### src/rtl/corelet_ctrl_if.sv
// corelet_ctrl_if: controller-side bus to the input SRAM, L0, corelet
// instruction port, OFIFO, psum SRAM and SFU controls.
interface corelet_ctrl_if #(
    parameter int bw     = 4,
    parameter int row    = 8,
    parameter int addr_w = 11
);
    logic                in_cen;
    logic [addr_w-1:0]   in_addr;
    logic [bw*row-1:0]   in_q;
    logic [bw*row-1:0]   data_to_l0;
    logic                l0_wr;
    logic                l0_rd;
    logic                l0_full;
    logic [1:0]          inst;
    logic                ofifo_rd;
    logic                ofifo_valid;
    logic                p_wen;
    logic [addr_w-1:0]   p_addr;
    logic                accumulate;
    logic                relu;

    modport master (
        output in_cen, in_addr, data_to_l0, l0_wr, l0_rd, inst,
               ofifo_rd, p_wen, p_addr, accumulate, relu,
        input  in_q, l0_full, ofifo_valid
    );

    modport slave (
        input  in_cen, in_addr, data_to_l0, l0_wr, l0_rd, inst,
               ofifo_rd, p_wen, p_addr, accumulate, relu,
        output in_q, l0_full, ofifo_valid
    );
endinterface

### src/rtl/corelet_ctrl.sv
// corelet_ctrl: tile sequencer. Fills L0 with weights, kernel-loads,
// fills activations, executes, then drains the OFIFO into psum SRAM.
// Define CTRL_PERF_CNT_EN to add the stall_cycles/tile_cycles counters.
module corelet_ctrl #(
    parameter int bw      = 4,
    parameter int psum_bw = 16,
    parameter int col     = 8,
    parameter int row     = 8,
    parameter int addr_w  = 11
) (
    input  logic              clk,
    input  logic              reset,
    input  logic              start,
    input  logic [addr_w-1:0] w_base,
    input  logic [addr_w-1:0] x_base,
    input  logic [addr_w-1:0] num_x,
    input  logic [addr_w-1:0] p_base,
    input  logic              acc_en,
    input  logic              relu_en,
    output logic              busy,
    output logic              done,
    corelet_ctrl_if.master    bus
`ifdef CTRL_PERF_CNT_EN
    ,
    output logic [31:0]       stall_cycles,
    output logic [31:0]       tile_cycles
`endif
);
    localparam int DW = bw * row;
    localparam int CW = addr_w + 1;
    localparam logic [CW-1:0] ONE     = CW'(1);
    localparam logic [CW-1:0] ROW_C   = CW'(row);
    localparam logic [CW-1:0] WL_LAST = CW'(row + col - 1);

    if (psum_bw < 1) begin : g_param_check
        $error("psum_bw must be positive");
    end

    typedef enum logic [2:0] {
        S_IDLE, S_WFILL, S_WLOAD, S_XFILL, S_EXEC, S_DRAIN, S_DONE
    } state_t;

    state_t            state_q, state_d;
    logic [addr_w-1:0] wb_q, wb_d, xb_q, xb_d, nx_q, nx_d, pb_q, pb_d;
    logic              acc_q, acc_d, relu_q, relu_d;
    logic [CW-1:0]     rcnt_q, rcnt_d, wcnt_q, wcnt_d, cnt_q, cnt_d;
    logic              rd_pend_q, rd_pend_d, pw_pend_q, pw_pend_d;
    logic [DW-1:0]     skid_q, skid_d;
    logic              skid_vld_q, skid_vld_d;

    logic              in_cen, l0_wr, l0_rd, ofifo_rd, p_wen;
    logic [addr_w-1:0] in_addr, p_addr, fill_base;
    logic [DW-1:0]     data_to_l0;
    logic [1:0]        inst;
    logic [CW-1:0]     fill_total, nx_ext;
    logic              fill_st;

    assign busy   = (state_q != S_IDLE);
    assign done   = (state_q == S_DONE);
    assign nx_ext = {1'b0, nx_q};

    assign bus.in_cen     = in_cen;
    assign bus.in_addr    = in_addr;
    assign bus.data_to_l0 = data_to_l0;
    assign bus.l0_wr      = l0_wr;
    assign bus.l0_rd      = l0_rd;
    assign bus.inst       = inst;
    assign bus.ofifo_rd   = ofifo_rd;
    assign bus.p_wen      = p_wen;
    assign bus.p_addr     = p_addr;
    assign bus.accumulate = busy & acc_q;
    assign bus.relu       = busy & relu_q;

    // State and datapath registers
    always_ff @(posedge clk) begin
        if (reset) begin
            state_q    <= S_IDLE;
            wb_q       <= '0;
            xb_q       <= '0;
            nx_q       <= '0;
            pb_q       <= '0;
            acc_q      <= 1'b0;
            relu_q     <= 1'b0;
            rcnt_q     <= '0;
            wcnt_q     <= '0;
            cnt_q      <= '0;
            rd_pend_q  <= 1'b0;
            pw_pend_q  <= 1'b0;
            skid_q     <= '0;
            skid_vld_q <= 1'b0;
        end else begin
            state_q    <= state_d;
            wb_q       <= wb_d;
            xb_q       <= xb_d;
            nx_q       <= nx_d;
            pb_q       <= pb_d;
            acc_q      <= acc_d;
            relu_q     <= relu_d;
            rcnt_q     <= rcnt_d;
            wcnt_q     <= wcnt_d;
            cnt_q      <= cnt_d;
            rd_pend_q  <= rd_pend_d;
            pw_pend_q  <= pw_pend_d;
            skid_q     <= skid_d;
            skid_vld_q <= skid_vld_d;
        end
    end

    // Next-state and output decode
    always_comb begin
        state_d    = state_q;
        wb_d       = wb_q;
        xb_d       = xb_q;
        nx_d       = nx_q;
        pb_d       = pb_q;
        acc_d      = acc_q;
        relu_d     = relu_q;
        rcnt_d     = rcnt_q;
        wcnt_d     = wcnt_q;
        cnt_d      = cnt_q;
        rd_pend_d  = 1'b0;
        pw_pend_d  = 1'b0;
        skid_d     = skid_q;
        skid_vld_d = skid_vld_q;
        in_cen     = 1'b1;
        in_addr    = '0;
        data_to_l0 = '0;
        l0_wr      = 1'b0;
        l0_rd      = 1'b0;
        inst       = 2'b00;
        ofifo_rd   = 1'b0;
        p_wen      = 1'b1;
        p_addr     = '0;
        fill_st    = (state_q == S_WFILL) || (state_q == S_XFILL);
        fill_total = (state_q == S_WFILL) ? ROW_C : nx_ext;
        fill_base  = (state_q == S_WFILL) ? wb_q : xb_q;

        case (state_q)
            S_IDLE: begin
                if (start) begin
                    wb_d       = w_base;
                    xb_d       = x_base;
                    nx_d       = num_x;
                    pb_d       = p_base;
                    acc_d      = acc_en;
                    relu_d     = relu_en;
                    rcnt_d     = '0;
                    wcnt_d     = '0;
                    cnt_d      = '0;
                    skid_vld_d = 1'b0;
                    state_d    = S_WFILL;
                end
            end
            S_WFILL, S_XFILL: begin
                // Data returning from last cycle's read goes to L0, or parks in
                // the skid when L0 is full; a parked word drains before any new
                // read, so the skid and an in-flight read never coexist.
                if (rd_pend_q) begin
                    if (!bus.l0_full) begin
                        l0_wr      = 1'b1;
                        data_to_l0 = bus.in_q;
                    end else begin
                        skid_d     = bus.in_q;
                        skid_vld_d = 1'b1;
                    end
                end else if (skid_vld_q && !bus.l0_full) begin
                    l0_wr      = 1'b1;
                    data_to_l0 = skid_q;
                    skid_vld_d = 1'b0;
                end
                if (!bus.l0_full && !skid_vld_q && (rcnt_q < fill_total)) begin
                    in_cen    = 1'b0;
                    in_addr   = fill_base + rcnt_q[addr_w-1:0];
                    rcnt_d    = rcnt_q + ONE;
                    rd_pend_d = 1'b1;
                end
                if (l0_wr) begin
                    wcnt_d = wcnt_q + ONE;
                    if (wcnt_q == fill_total - ONE) begin
                        rcnt_d  = '0;
                        wcnt_d  = '0;
                        cnt_d   = '0;
                        state_d = (state_q == S_WFILL) ? S_WLOAD : S_EXEC;
                    end
                end
            end
            S_WLOAD: begin
                if (cnt_q < ROW_C) begin
                    l0_rd = 1'b1;
                    inst  = 2'b01;
                end
                cnt_d = cnt_q + ONE;
                if (cnt_q == WL_LAST) begin
                    cnt_d   = '0;
                    state_d = S_XFILL;
                end
            end
            S_EXEC: begin
                l0_rd = 1'b1;
                inst  = 2'b10;
                cnt_d = cnt_q + ONE;
                if (cnt_q == nx_ext - ONE) begin
                    cnt_d   = '0;
                    state_d = S_DRAIN;
                end
            end
            S_DRAIN: begin
                if (pw_pend_q) begin
                    p_wen  = 1'b0;
                    p_addr = pb_q + wcnt_q[addr_w-1:0];
                    wcnt_d = wcnt_q + ONE;
                end
                if (bus.ofifo_valid && (rcnt_q < nx_ext)) begin
                    ofifo_rd = 1'b1;
                    rcnt_d   = rcnt_q + ONE;
                end
                pw_pend_d = ofifo_rd;
                if (pw_pend_q && (wcnt_q == nx_ext - ONE)) begin
                    rcnt_d    = '0;
                    wcnt_d    = '0;
                    pw_pend_d = 1'b0;
                    state_d   = S_DONE;
                end
            end
            S_DONE: begin
                state_d = S_IDLE;
            end
            default: begin
                state_d = S_IDLE;
            end
        endcase
    end

`ifdef CTRL_PERF_CNT_EN
    logic [31:0] stall_q, tile_q;
    logic        tile_start, fill_stall;

    assign tile_start   = (state_q == S_IDLE) && start;
    assign fill_stall   = fill_st && (bus.l0_full || skid_vld_q);
    assign stall_cycles = stall_q;
    assign tile_cycles  = tile_q;

    // Performance counters, cleared per tile and frozen once idle
    always_ff @(posedge clk) begin
        if (reset || tile_start) begin
            stall_q <= '0;
            tile_q  <= '0;
        end else begin
            if (fill_stall) stall_q <= stall_q + 32'd1;
            if (busy)       tile_q  <= tile_q + 32'd1;
        end
    end
`else
    logic unused_fill_st;
    assign unused_fill_st = fill_st;
`endif
endmodule
### src/flat_wrapper.sv
// flat-port wrapper written by rule: the top's interface ports become plain ports
module corelet_ctrl_flat 
#(
    parameter int bw      = 4,
    parameter int psum_bw = 16,
    parameter int col     = 8,
    parameter int row     = 8,
    parameter int addr_w  = 11
)
  (clk, reset, start, w_base, x_base, num_x, p_base, acc_en, relu_en, busy, done, bus_in_cen, bus_in_addr, bus_data_to_l0, bus_l0_wr, bus_l0_rd, bus_inst, bus_ofifo_rd, bus_p_wen, bus_p_addr, bus_accumulate, bus_relu, bus_in_q, bus_l0_full, bus_ofifo_valid);
  corelet_ctrl_if #(.bw(bw), .row(row), .addr_w(addr_w)) bus_i ();
  input  logic clk;
  input  logic reset;
  input  logic start;
  input  logic [addr_w-1:0] w_base;
  input  logic [addr_w-1:0] x_base;
  input  logic [addr_w-1:0] num_x;
  input  logic [addr_w-1:0] p_base;
  input  logic acc_en;
  input  logic relu_en;
  output logic busy;
  output logic done;
  output wire logic [$bits(bus_i.in_cen)-1:0] bus_in_cen;
  output wire logic [$bits(bus_i.in_addr)-1:0] bus_in_addr;
  output wire logic [$bits(bus_i.data_to_l0)-1:0] bus_data_to_l0;
  output wire logic [$bits(bus_i.l0_wr)-1:0] bus_l0_wr;
  output wire logic [$bits(bus_i.l0_rd)-1:0] bus_l0_rd;
  output wire logic [$bits(bus_i.inst)-1:0] bus_inst;
  output wire logic [$bits(bus_i.ofifo_rd)-1:0] bus_ofifo_rd;
  output wire logic [$bits(bus_i.p_wen)-1:0] bus_p_wen;
  output wire logic [$bits(bus_i.p_addr)-1:0] bus_p_addr;
  output wire logic [$bits(bus_i.accumulate)-1:0] bus_accumulate;
  output wire logic [$bits(bus_i.relu)-1:0] bus_relu;
  input wire logic [$bits(bus_i.in_q)-1:0] bus_in_q;
  input wire logic [$bits(bus_i.l0_full)-1:0] bus_l0_full;
  input wire logic [$bits(bus_i.ofifo_valid)-1:0] bus_ofifo_valid;
  assign bus_in_cen = bus_i.in_cen;
  assign bus_in_addr = bus_i.in_addr;
  assign bus_data_to_l0 = bus_i.data_to_l0;
  assign bus_l0_wr = bus_i.l0_wr;
  assign bus_l0_rd = bus_i.l0_rd;
  assign bus_inst = bus_i.inst;
  assign bus_ofifo_rd = bus_i.ofifo_rd;
  assign bus_p_wen = bus_i.p_wen;
  assign bus_p_addr = bus_i.p_addr;
  assign bus_accumulate = bus_i.accumulate;
  assign bus_relu = bus_i.relu;
  assign bus_i.in_q = bus_in_q;
  assign bus_i.l0_full = bus_l0_full;
  assign bus_i.ofifo_valid = bus_ofifo_valid;
  corelet_ctrl #(.bw(bw), .psum_bw(psum_bw), .col(col), .row(row), .addr_w(addr_w)) u_core (.clk(clk), .reset(reset), .start(start), .w_base(w_base), .x_base(x_base), .num_x(num_x), .p_base(p_base), .acc_en(acc_en), .relu_en(relu_en), .busy(busy), .done(done), .bus(bus_i));
endmodule
### config.mk
export PLATFORM = sky130hd
export DESIGN_NAME = corelet_ctrl_flat
export DESIGN_NICKNAME = d
export VERILOG_FILES = /design/src/rtl/corelet_ctrl_if.sv /design/src/rtl/corelet_ctrl.sv /design/src/flat_wrapper.sv
export SDC_FILE = /design/constraint.sdc
export NUM_CORES = 1
export LEC_CHECK = 0
export BUFFER_PORTS_ARGS = -buffer_cell sky130_fd_sc_hd__buf_2
export CELL_PAD_IN_SITES_DETAIL_PLACEMENT = 0
export CELL_PAD_IN_SITES_GLOBAL_PLACEMENT = 1
export CORE_UTILIZATION = 35
export CTS_BUF_LIST = sky130_fd_sc_hd__clkbuf_4 sky130_fd_sc_hd__clkbuf_8 sky130_fd_sc_hd__clkbuf_16
export CTS_CLUSTER_DIAMETER = 30
export CTS_CLUSTER_SIZE = 14
export DETAILED_ROUTE_END_ITERATION = 10
export PLACE_DENSITY_LB_ADDON = 0.1
export REMOVE_ABC_BUFFERS = 1
export SLEW_MARGIN = 25
export SYNTH_ARGS = -nofsm -noshare
export SYNTH_HDL_FRONTEND = slang
export SYNTH_SLANG_ARGS = --single-unit
export TNS_END_PERCENT = 10
### constraint.sdc
create_clock -name clk -period 6.05 [get_ports clk]
set_input_delay 1.815 -clock clk [delete_from_list [all_inputs] [get_ports clk]]
set_output_delay 1.815 -clock clk [all_outputs]
set_load 0.02 [all_outputs]
==> metrics.txt <==
# TYPE chip_impl_metric gauge
chip_impl_metric{name="power_density",unit="nW/µm²"} 258
chip_impl_metric{name="synth_sequential_area_ratio",unit=""} 0.306
chip_impl_info{name="primary_flip_flop_cell_chosen_by_synthesis_mapping",value="sky130_fd_sc_hd__dfxtp_1"} 1
chip_impl_metric{name="crit_path_max_fanout",unit=""} 18
chip_impl_metric{name="arrival",unit="ps"} 3830
chip_impl_info{name="worstReg2RegEnd",value="u_core.cnt_q[1]"} 1
chip_impl_metric{name="relSlewSlack",unit=""} 0.326
chip_impl_metric{name="drive_above_1_share",unit=""} 0.183
chip_impl_metric{name="number_of_antenna_violations_at_the_first_check_in_global_routing",unit=""} 0
chip_impl_info{name="synth_area_leaders",value="sky130_fd_sc_hd__dfxtp_1 31%, sky130_fd_sc_hd__nand2_1 11%, sky130_fd_sc_hd__a21oi_1 8.1%"} 1
chip_impl_metric{name="insertion_delay",unit="ps"} 420
chip_impl_metric{name="nets",unit=""} 1303
chip_impl_metric{name="routedWlPerCell",unit="µm"} 16.6
chip_impl_info{name="synth_top_area_cell",value="sky130_fd_sc_hd__dfxtp_1"} 1
chip_impl_info{name="synth_most_common_cell",value="sky130_fd_sc_hd__nand2_1"} 1
chip_impl_metric{name="required",unit="ps"} 4240
chip_impl_metric{name="post-route-drc-count",unit=""} 0
chip_impl_metric{name="min_path_cells",unit=""} 2
chip_impl_info{name="r2r_start",value="u_core.state_q[0]"} 1
chip_impl_metric{name="period_minus_slack",unit="ps"} 5640
chip_impl_info{name="crit_type",value="register to output port"} 1
chip_impl_metric{name="transition_at_the_pin_with_the_smallest_max_transition_slack",unit="ps"} 1010
chip_impl_metric{name="cts_sinks",unit=""} 120
chip_impl_info{name="synth_top_family_by_area",value="simple AND/OR/NAND/NOR gates"} 1
chip_impl_info{name="min-delay-start",value="u_core.skid_q[13]"} 1
chip_impl_metric{name="post_synthesis_simple_gate_area_fraction",unit=""} 0.261
chip_impl_metric{name="netlist_area",unit="µm²"} 7840
chip_impl_metric{name="route.antenna.remaining_nets",unit=""} 0
chip_impl_metric{name="cts_inserted_buffers",unit=""} 17
chip_impl_metric{name="hpwl",unit="µm"} 17600
chip_impl_metric{name="num_antenna_cells",unit=""} 0
chip_impl_metric{name="cts-root-to-sink-buffers",unit=""} 2
chip_impl_metric{name="core",unit="µm²"} 21900
chip_impl_metric{name="pre_repair_dr_iteration_count",unit=""} 4
chip_impl_metric{name="fin_crit_sh",unit=""} 0.933
chip_impl_info{name="library_cell_appearing_most_often_on_the_critical_path",value="sky130_fd_sc_hd__o21ai_0"} 1
chip_impl_metric{name="initialDrtViolationCount",unit=""} 408
chip_impl_metric{name="cts-htree-levels",unit=""} 4
chip_impl_info{name="cp-start-kind",value="register"} 1
chip_impl_metric{name="async_reset_ff_frac",unit=""} 0
chip_impl_info{name="run_status",value="completed"} 1
chip_impl_metric{name="r2r_cells",unit=""} 14
chip_impl_metric{name="finClkSkew",unit="ps"} 10.3
chip_impl_metric{name="synthCells",unit=""} 1066
chip_impl_metric{name="cts.reportedPaths.clkPinSlew",unit="ps"} 70
chip_impl_metric{name="ctsHoldBuffers",unit=""} 0
chip_impl_metric{name="regToRegSetupSlack",unit="ps"} 1410
chip_impl_info{name="worst_path_dominant_cell_family",value="compound AO/OA/AOI/OAI gates"} 1
chip_impl_metric{name="setup_viol",unit=""} 0
chip_impl_info{name="worst_hold_path.endpoint",value="u_core.skid_q[13]"} 1
chip_impl_metric{name="synthDistinctLibCells",unit=""} 80
chip_impl_metric{name="vias",unit=""} 7700
chip_impl_metric{name="grt_pass1_wl",unit="µm"} 38200
chip_impl_metric{name="grt_util_all_layers",unit=""} 0.215
chip_impl_metric{name="timing.max_cap.violations",unit=""} 0
chip_impl_metric{name="setup_total_negative_slack",unit="ps"} 0
chip_impl_metric{name="totalWireLength",unit="µm"} 24400
chip_impl_metric{name="proportion_of_netlist_area_held_by_the_largest_area_contributor",unit=""} 0.306
chip_impl_metric{name="final_replace_weighted_congestion",unit=""} 0.874
chip_impl_metric{name="grt_pass1_vias",unit=""} 7128
chip_impl_metric{name="vias_cell",unit=""} 5.25
chip_impl_metric{name="dieWidth",unit="µm"} 152
chip_impl_metric{name="die_height",unit="µm"} 152
chip_impl_metric{name="hold_viol_final",unit=""} 0
chip_impl_metric{name="grt_start_max_net_pins",unit=""} 52
chip_impl_metric{name="number_of_rows_created_at_floorplan",unit=""} 54
chip_impl_metric{name="slowest_delay",unit="ps"} 390
chip_impl_metric{name="synth-warning-count",unit=""} 0
chip_impl_metric{name="floorplan.die_area",unit="µm²"} 23000
chip_impl_metric{name="fmax",unit="GHz"} 0.177
chip_impl_metric{name="ys_seq_elements",unit=""} 120
chip_impl_info{name="tritoncts",value="built"} 1
chip_impl_metric{name="drv_slew",unit=""} 0
chip_impl_metric{name="worst_slack",unit="ps"} 405
chip_impl_metric{name="maximum_resistive_drop_on_vdd",unit="mV"} 0.138
chip_impl_metric{name="detailedPlace.worstSlack",unit="ps"} 587
chip_impl_info{name="ctsRootBufferMaster",value="sky130_fd_sc_hd__clkbuf_16"} 1
chip_impl_metric{name="fillerInstances",unit=""} 2402
chip_impl_metric{name="initial_core_util",unit=""} 0.358
chip_impl_metric{name="port_buffers",unit=""} 147
chip_impl_info{name="timing.critical_path.cells",value="buf_4 > or3b_1 > nand2_1 > nand2_1 > ha_1 > inv_1 > fa_1 > nor2b_1 > o21ai_0 > a21boi_0 > o21ai_0 > a21boi_0 > o21ai_0 > a21o_1 > nand3_1 > nor3b_1 > buf_2"} 1
chip_impl_metric{name="post_synth_xor_area_fraction",unit=""} 0.0659
chip_impl_info{name="synth.top_cells.by_count",value="230 x sky130_fd_sc_hd__nand2_1, 127 x sky130_fd_sc_hd__a21oi_1, 120 x sky130_fd_sc_hd__dfxtp_1, 84 x sky130_fd_sc_hd__nor2_1, 52 x sky130_fd_sc_hd__clkbuf_1"} 1
chip_impl_metric{name="synth_area_per_cell",unit="µm²"} 7.36
chip_impl_metric{name="worst-path-buf-inv",unit=""} 3
chip_impl_metric{name="power.static_leakage",unit="nW"} 3.82
chip_impl_metric{name="arithmetic_cell_share_of_the_synthesized_area_counting_full_adders_half_adders_and_majority_gates",unit=""} 0.0782
chip_impl_info{name="crit_path_top_delay_cell",value="sky130_fd_sc_hd__fa_1"} 1
chip_impl_metric{name="gr-total-overflow",unit=""} 0
chip_impl_metric{name="syn2layout_area_growth",unit="%"} 18.9
chip_impl_metric{name="yosys-mux-area-fraction",unit=""} 0.00463
chip_impl_metric{name="synth-compound-area-share",unit=""} 0.226
chip_impl_metric{name="synth_enable_flop_cells",unit=""} 0
chip_impl_info{name="crit_path_end_kind",value="output port"} 1
chip_impl_metric{name="ioPinCount",unit=""} 148
chip_impl_info{name="hold_path_class",value="register to register"} 1
-- state kept, by name (all words and copies together), names as in the netlist --
name               flops
u_core.state_q         3
u_core.wcnt_q         12
u_core.xb_q           11
u_core.rd_pend_q       1
u_core.wb_q           11
u_core.acc_q           1
u_core.pw_pend_q       1
u_core.skid_q         32
u_core.skid_vld_q      1
u_core.relu_q          1
u_core.pb_q           11
u_core.rcnt_q         12
u_core.cnt_q          12
u_core.nx_q           11
-- power by group --
part | switching [mW] | internal (mW)
registers | 0.0418 | 0.822
clock network | 0.418 | 0.623
logic | 0.313 | 0.188
total | 0.773 | 1.63
-- how the worst max path moves through the flow --
stage / start / to / slack (ps) / depth (start not counted)
6_report: u_core.state_q[2] / bus_in_addr[10] / 410 / 17
5_1_grt: u_core.state_q[2] / bus_in_addr[10] / -7 / 17
4_1_cts: u_core.state_q[1] / bus_in_addr[10] / 170 / 16
3_5_place_dp: bus_l0_full / bus_in_addr[4] / 590 / 6
3_3_place_gp: bus_l0_full / bus_in_addr[10] / 580 / 6
2_1_floorplan: bus_l0_full / bus_data_to_l0[0] / -20 / 3
-- cell usage in the layout (no fill, tap or decap), types with 17 or more instances in the layout --
master / count
sky130_fd_sc_hd__a31oi_1: 17
sky130_fd_sc_hd__inv_1: 33
sky130_fd_sc_hd__ha_1: 45
sky130_fd_sc_hd__a21oi_1: 127
sky130_fd_sc_hd__nand2_1: 230
sky130_fd_sc_hd__a22oi_1: 33
sky130_fd_sc_hd__xnor2_1: 47
sky130_fd_sc_hd__nor2_1: 84
sky130_fd_sc_hd__nand3_1: 30
sky130_fd_sc_hd__dfxtp_1: 119
sky130_fd_sc_hd__o21ai_0: 38
sky130_fd_sc_hd__buf_2: 146
sky130_fd_sc_hd__clkbuf_16: 17
sky130_fd_sc_hd__and3_1: 18
-- worst register-to-register path, stage by stage (launching register included) --
cell and delay (ps):
sky130_fd_sc_hd__dfxtp_1 330, sky130_fd_sc_hd__buf_4 200, sky130_fd_sc_hd__or3b_1 540, sky130_fd_sc_hd__buf_4 290
sky130_fd_sc_hd__nand2_1 130, sky130_fd_sc_hd__ha_1 400, sky130_fd_sc_hd__nor3b_1 280, sky130_fd_sc_hd__xnor2_1 170
sky130_fd_sc_hd__and4_1 220, sky130_fd_sc_hd__o311a_1 180, sky130_fd_sc_hd__o2111ai_1 210, sky130_fd_sc_hd__or3_4 430
sky130_fd_sc_hd__o21a_2 210, sky130_fd_sc_hd__a211oi_2 700, sky130_fd_sc_hd__o32ai_1 210
-- metal layers --
layer  part of all wire  GRT usage  vias up
met2               0.44      0.324      171
met5                  0          0        -
met4              0.013     0.0559        0
met1               0.50      0.316     3601
li1                   -          -     3910
met3              0.042     0.0299       18
-- cell families after synthesis --
kind of cell / after synthesis
flops: 120
buf+inv: 107
xor+xnor: 59
fa+ha+maj: 48
simple gates: 448
mux: 3
compound gates: 281
-- area by class of cell --
type                    instances  area, µm²  area share
clock inverters                14        164      0.0176
multi-input cells             839       5000       0.537
repair buffers                161        843      0.0904
inverters                      34        128      0.0137
clock buffers                  18        433      0.0464
well taps                     280        350      0.0376
flip-flops and latches        120       2400       0.258
-- stage by stage --
step / util / std cells / power [mW] / cell area (µm²) / hold WS (ps)
after floorplan: - / 993 / 1.20 / 7510 / 426
after global placement: 0.398 / 1433 / 1.38 / 8710 / 441
after detailed placement: 0.398 / 1433 / 1.38 / 8710 / 447
after CTS: 0.425 / 1465 / 2.43 / 9310 / 457
after global routing: 0.426 / 1466 / 2.52 / 9330 / 469
final: 0.426 / 1466 / 2.41 / 9330 / 457
-- timing repair --
| item | CTS | global route |
|---|---|---|
| resized for setup | 0 | 2 |
| setup buffers | 0 | 0 |
| setup endpoints to repair | 0 | 2 |
Note: power is estimated with default switching activity, not from simulation.
